--- config.mk ---
export PLATFORM = sky130hd
export DESIGN_NAME = trig_lv1b_issuer
export DESIGN_NICKNAME = d
export VERILOG_FILES = /design/src/rtl/trig_pkg.sv /design/src/rtl/trig_sat_cnt.sv /design/src/rtl/trig_lv1b_issuer.sv
export SDC_FILE = /design/constraint.sdc
export NUM_CORES = 1
export LEC_CHECK = 0
export ABC_AREA = 1
export CAP_MARGIN = 20
export CORE_MARGIN = 2
export CORE_UTILIZATION = 40
export CTS_CLUSTER_SIZE = 14
export DETAILED_ROUTE_END_ITERATION = 8
export GPL_TIMING_DRIVEN = 0
export PLACE_DENSITY = 0.67
export SYNTH_ARGS = -nofsm -noshare
export SYNTH_HDL_FRONTEND = slang
export SYNTH_SLANG_ARGS = --single-unit
--- constraint.sdc ---
create_clock -name clk -period 4.93 [get_ports clk]
set_clock_uncertainty 0.15 [all_clocks]
set_input_delay 0.986 -clock clk [delete_from_list [all_inputs] [get_ports clk]]
set_output_delay 0.986 -clock clk [all_outputs]
set_load 0.02 [all_outputs]
--- src/rtl/trig_pkg.sv ---
// Shared definitions for the LV1b trigger issuer.
//   N_TYPE_DEF / HOLD_W_DEF / CNT_W_DEF : default widths used by the issuer
//   state_t                             : issuer FSM states
//   SAT_MAX                             : saturation ceiling of a default-width counter
package trig_pkg;

  localparam int N_TYPE_DEF = 8;
  localparam int HOLD_W_DEF = 16;
  localparam int CNT_W_DEF  = 32;

  localparam logic [CNT_W_DEF-1:0] SAT_MAX = {CNT_W_DEF{1'b1}};

  typedef enum logic [1:0] {
    IDLE    = 2'd0,
    ISSUE   = 2'd1,
    HOLDOFF = 2'd2
  } state_t;

endpackage

--- src/rtl/trig_sat_cnt.sv ---
// Saturating up-counter with synchronous clear and increment.
// A clear and an increment in the same cycle load 0 + inc, so an event that
// coincides with the start of a run is still counted.
//   clk, rst : clock, asynchronous active-high reset
//   clr      : synchronous clear
//   inc      : count one
//   q        : count value, sticks at all-ones
module trig_sat_cnt
  import trig_pkg::*;
#(
  parameter int CNT_W = CNT_W_DEF
) (
  input  logic             clk,
  input  logic             rst,
  input  logic             clr,
  input  logic             inc,
  output logic [CNT_W-1:0] q
);

  localparam logic [CNT_W-1:0] MAX = {CNT_W{1'b1}};

  function automatic logic [CNT_W-1:0] sat_inc(input logic [CNT_W-1:0] v,
                                               input logic             en);
    if (en && (v != MAX)) return v + CNT_W'(1);
    return v;
  endfunction

  logic [CNT_W-1:0] base;

  assign base = clr ? '0 : q;

  always_ff @(posedge clk or posedge rst) begin
    if (rst) q <= '0;
    else     q <= sat_inc(base, inc);
  end

endmodule

--- src/rtl/trig_lv1b_issuer.sv ---
// Merges per-type LV1b bits into one accepted LV1b pulse with a latched
// trigger-type word, a busy veto and a programmable holdoff; keeps per-run
// raw/accepted/vetoed counters and an event number.
//   clk, rst        : clock, asynchronous active-high reset
//   in_live         : run live, rising edge starts a new run
//   in_ena          : global trigger enable
//   in_busy         : downstream busy, vetoes acceptance while idle
//   in_type_raw     : per-type raw LV1b pulses
//   in_type_scaled  : per-type prescaled LV1b pulses
//   user_type_mask  : 1 = type participates
//   user_holdoff    : dead-time cycles after each issued trigger
//   out_lv1b        : accepted LV1b, one-cycle pulse
//   out_trig_word   : masked scaled bits of the last accepted trigger
//   out_event_num   : event number of last accepted trigger
//   raw_cnt, acc_cnt, veto_cnt : per-run counters
module trig_lv1b_issuer
  import trig_pkg::*;
#(
  parameter int N_TYPE = N_TYPE_DEF,
  parameter int HOLD_W = HOLD_W_DEF,
  parameter int CNT_W  = CNT_W_DEF
) (
  input  logic              clk,
  input  logic              rst,
  input  logic              in_live,
  input  logic              in_ena,
  input  logic              in_busy,
  input  logic [N_TYPE-1:0] in_type_raw,
  input  logic [N_TYPE-1:0] in_type_scaled,
  input  logic [N_TYPE-1:0] user_type_mask,
  input  logic [HOLD_W-1:0] user_holdoff,
  output logic              out_lv1b,
  output logic [N_TYPE-1:0] out_trig_word,
  output logic [CNT_W-1:0]  out_event_num,
  output logic [CNT_W-1:0]  raw_cnt,
  output logic [CNT_W-1:0]  acc_cnt,
  output logic [CNT_W-1:0]  veto_cnt
);

  state_t            state, state_n;
  logic [HOLD_W-1:0] hold_cnt, hold_n;
  logic              pre_live;
  logic              gate, cand, rawhit, run_clr;
  logic              accept, veto_inc;
  logic [N_TYPE-1:0] cand_word;

  assign gate      = in_live & in_ena;
  assign cand_word = in_type_scaled & user_type_mask;
  assign cand      = gate & (|cand_word);
  assign rawhit    = gate & (|(in_type_raw & user_type_mask));
  assign run_clr   = ~pre_live & in_live;

  // Candidates are dropped (not queued) whenever the issuer cannot take them.
  assign veto_inc  = cand & ((state != IDLE) | in_busy);

  // The pulse is a straight decode of the registered state.
  assign out_lv1b  = (state == ISSUE);

  always_ff @(posedge clk or posedge rst) begin
    if (rst) begin
      state    <= IDLE;
      hold_cnt <= '0;
      pre_live <= 1'b0;
    end else begin
      state    <= state_n;
      hold_cnt <= hold_n;
      pre_live <= in_live;
    end
  end

  always_comb begin
    state_n = state;
    hold_n  = hold_cnt;
    accept  = 1'b0;
    case (state)
      IDLE: begin
        if (cand && !in_busy) begin
          state_n = ISSUE;
          accept  = 1'b1;
        end
      end
      ISSUE: begin
        // Holdoff is loaded only here, so mid-holdoff changes wait for the next trigger.
        if (user_holdoff != '0) begin
          state_n = HOLDOFF;
          hold_n  = user_holdoff;
        end else begin
          state_n = IDLE;
        end
      end
      HOLDOFF: begin
        if (hold_cnt == HOLD_W'(1)) begin
          state_n = IDLE;
          hold_n  = '0;
        end else begin
          hold_n  = hold_cnt - HOLD_W'(1);
        end
      end
      default: begin
        state_n = IDLE;
        hold_n  = '0;
      end
    endcase
  end

  // A new accept in the run-start cycle takes precedence over the clear.
  always_ff @(posedge clk or posedge rst) begin
    if (rst)          out_trig_word <= '0;
    else if (accept)  out_trig_word <= cand_word;
    else if (run_clr) out_trig_word <= '0;
  end

  trig_sat_cnt #(.CNT_W(CNT_W)) u_raw (
    .clk(clk), .rst(rst), .clr(run_clr), .inc(rawhit),   .q(raw_cnt)
  );

  trig_sat_cnt #(.CNT_W(CNT_W)) u_acc (
    .clk(clk), .rst(rst), .clr(run_clr), .inc(out_lv1b), .q(acc_cnt)
  );

  trig_sat_cnt #(.CNT_W(CNT_W)) u_veto (
    .clk(clk), .rst(rst), .clr(run_clr), .inc(veto_inc), .q(veto_cnt)
  );

  trig_sat_cnt #(.CNT_W(CNT_W)) u_evt (
    .clk(clk), .rst(rst), .clr(run_clr), .inc(out_lv1b), .q(out_event_num)
  );

endmodule
==> impl_metrics.toml <==
[timing]
relSlewSlack = 0.3414
setup_viol_count_final = 0
fin_tns_setup_ns = 0
period_needed_ns = 4.420
finalCritPeriodShare = 0.8965
timing.fmax_mhz = 226.3
tightestPinTransition_ns = 0.9880
rsz_0062_raised_after_global_routing = "no"
holdWs_ns = 0.3368
finalHoldViolCount = 0
slew_viol_final = 0

[routing]
wl_per_cell_um = 16.39
drt-total-wl_mm = 41.10
routed_via_density = 5.115
drc = 0
vias = 12820
drt-pass1-iter-count = 6
detailedRoute.firstIterationViolations = 1053
ant_nets = 0

[synth]
synth_area_per_cell_sq_um = 6.120
synthesis.instances = 1908
yosys_register_bits = 155
synth_area_sq_um = 11680
synthFlopType = "dfrtp_1"
synth-edff-count = 0
ys_types = 28
yosysWarnings = 0
synth_nets = 1962
synth_sequential_area_ratio = 0.3322
synth-async-reset-ratio = 1.000

[placement]
place_hpwl_mm = 30.85
place.port_buffers = 181
place.gp.congestion = 0.9592
place_inst = 2477

[floorplan]
floorplan.initialDensity = 0.4068
die-area_sq_um = 30580
chipHeight_um = 174.9
core.rowCount = 62
dieWidth_um = 174.9
design.core.area_sq_um = 28700
num_io_pins = 182

[final_layout]
fin_cells = 2507
layout.cells.most_common = "nand2_1"
multi_input_area_sq_um = 6585
fill_cell_total_of_the_finished_layout = 2908
num_antenna_cells = 0
most-common-layout-cells = "nand2_1 (839), nor2_1 (263), nand3_1 (210)"
layout.nets = 2166
seqCellArea_sq_um = 3879
fraction_of_layout_cells_with_a_size_suffix_above_1 = 0.06547
area_growth_pct = 25.00
layout.core_utilization = 0.5085

[power_and_ir_drop]
total_leakage_power_nw = 7.221
power.density_cell_area_nw_per_um2 = 305.0
vdd.ir_drop.worst_mv = 0.3491
p_total_w = 0.004452

[clocking]
cts-buffers-inserted = 17
clkTransAtPathRegs_ns = 0.07
post_cts.repair.setup_buffers = 0
post_cts.resized_instances = 0
ctsLongestPathBuffers = 2
cts-htree-levels = 4
cts-root-buf = "clkbuf_16"
clock_sinks = 155
postCtsHoldBufs = 0
worstSkewPairLatency_ns = 0.45
cts_tree = "yes"

[global_route]
use_met1 = 0.3389
top_usage_layer = "met2"
first_pass_grt_wire_length_mm = 65.26
largest_net_degree_at_the_start_of_global_routing = 39
initial_antenna_violation_count = 0
global_route.overflow_total = 0
grt_pass1_vias = 12370
all_layer_gr_usage = 0.2711
grt_util_met2 = 0.4618
met3_capacity_usage_during_global_routing = 0.05570

[min_path]
holdPathEnd = "hold_cnt[1]"
count_of_cells_along_the_worst_hold_path = 2
timing.hold.worst.class = "reg2reg"
holdCritStartpoint = "hold_cnt[1]"

[setup_path]
worst_setup_path_end_kind = "flop"
r2r-end = "u_raw.q[30]"
worstPathMaxFanout = 10
critical_path_required_ns = 5.16
reg2reg_setup_slack_ns = 1.23
r2r_cells = 19
timing_worst_setup_path_type = "in2reg"
critical_path.startpoint_type = "primary input"
worstReg2RegStart = "pre_live"
arrival_time_at_the_worst_endpoint_ns = 4.65

[outcome]
status = "finished clean"

[flow_run]
maxCapViolCount = 0
[power by group]
| part | leakage, nW | internal, W | switching (W) |
|---|---|---|---|
| combinational | 4.82 | 0.000593 | 0.00110 |
| clock | 0.254 | 0.000704 | 0.000596 |
| sequential | 2.15 | 0.00137 | 0.0000960 |
| total | 7.22 | 0.00266 | 0.00179 |
[kinds of logic (layout without fill, tap and decap cells)]
kind of cell    after synthesis  in the layout  synth area share
compound gates               39             39           0.01757
xor+xnor                     61             61           0.04575
fa+ha+maj                     9              9          0.009643
buf+inv                     260            475            0.1039
flops                       155            155            0.3322
simple gates               1384           1384            0.4909
[worst max path at each step]
stage	from	end	slack [ns]	cells past startpoint
after floorplan	in_live	u_raw.q[20]	1.60	18
after global placement	in_live	u_raw.q[2]	0.13	19
after detailed placement	in_live	u_raw.q[30]	0.07	19
after CTS	in_live	u_raw.q[30]	0.51	19
after global routing	in_live	u_raw.q[29]	0.32	19
final	in_live	u_raw.q[30]	0.51	19
[metal layers]
metal,routed length [um],vias up,part of all wire
li1,-,6261,-
met1,17100,5933,0.42
met2,19460,538,0.47
met3,3157,91,0.077
met4,1382,0,0.034
met5,0,-,0
[synth_stat cells (3+ instances only)]
master,instances,area share
nor2_2,27,0.014
buf_2,17,0.0073
nand2_4,5,0.0048
buf_4,12,0.0077
xor2_1,48,0.036
buf_6,18,0.017
nand2_1,839,0.27
nand4_1,21,0.011
nor2_4,5,0.0048
o22ai_1,6,0.0032
buf_8,3,0.0039
o21ai_0,31,0.013
nor2_1,263,0.085
xnor2_1,13,0.0098
inv_1,199,0.064
ha_1,9,0.0096
inv_2,5,0.0016
clkbuf_1,5,0.0016
nand3_2,6,0.0051
nand2_2,5,0.0027
dfrtp_1,155,0.33
nand3_1,210,0.090
[flip-flops by register name (all words and copies together) (netlist names)]
| register | cells |
|---|---|
| pre_live | 1 |
| hold_cnt | 16 |
| u_raw.q | 32 |
| u_veto.q | 32 |
| state | 2 |
| u_acc.q | 32 |
| u_evt.q | 32 |
| out_trig_word | 8 |
[stage by stage]
stage / area, sq um / worst slack (ns)
floorplan: 11680 / 1.604
detailed placement: 14050 / 0.06524
finish: 14600 / 0.5104
global placement: 13970 / 0.1250
global route: 14600 / 0.3238
CTS: 14600 / 0.5118
[layout make-up]
class                           instances  area share
Multi-Input combinational cell       1493      0.4511
Inverter                              205     0.05315
Timing Repair Buffer                  185      0.1296
Buffer                                 55     0.03026
Tap cell                              384     0.03292
Sequential cell                       155      0.2657
Clock inverter                         10    0.006600
Clock buffer                           20     0.03060
[worst max-delay path, stage by stage]
cell and delay, ns:
clkdlybuf4s50_1 0.58, nand2_4 0.12, buf_6 0.17, buf_6 0.15, inv_2 0.18, buf_2 0.37, buf_2 0.43, nor2_1 0.11
ha_1 0.25, nand2_1 0.08, nor2_2 0.07, nand2_1 0.19, nor2_4 0.09, nand2_4 0.13, nand2_4 0.07, inv_2 0.21
buf_2 0.28, nand2_1 0.10, nand2_1 0.06
(Power assumes the default switching activity.)
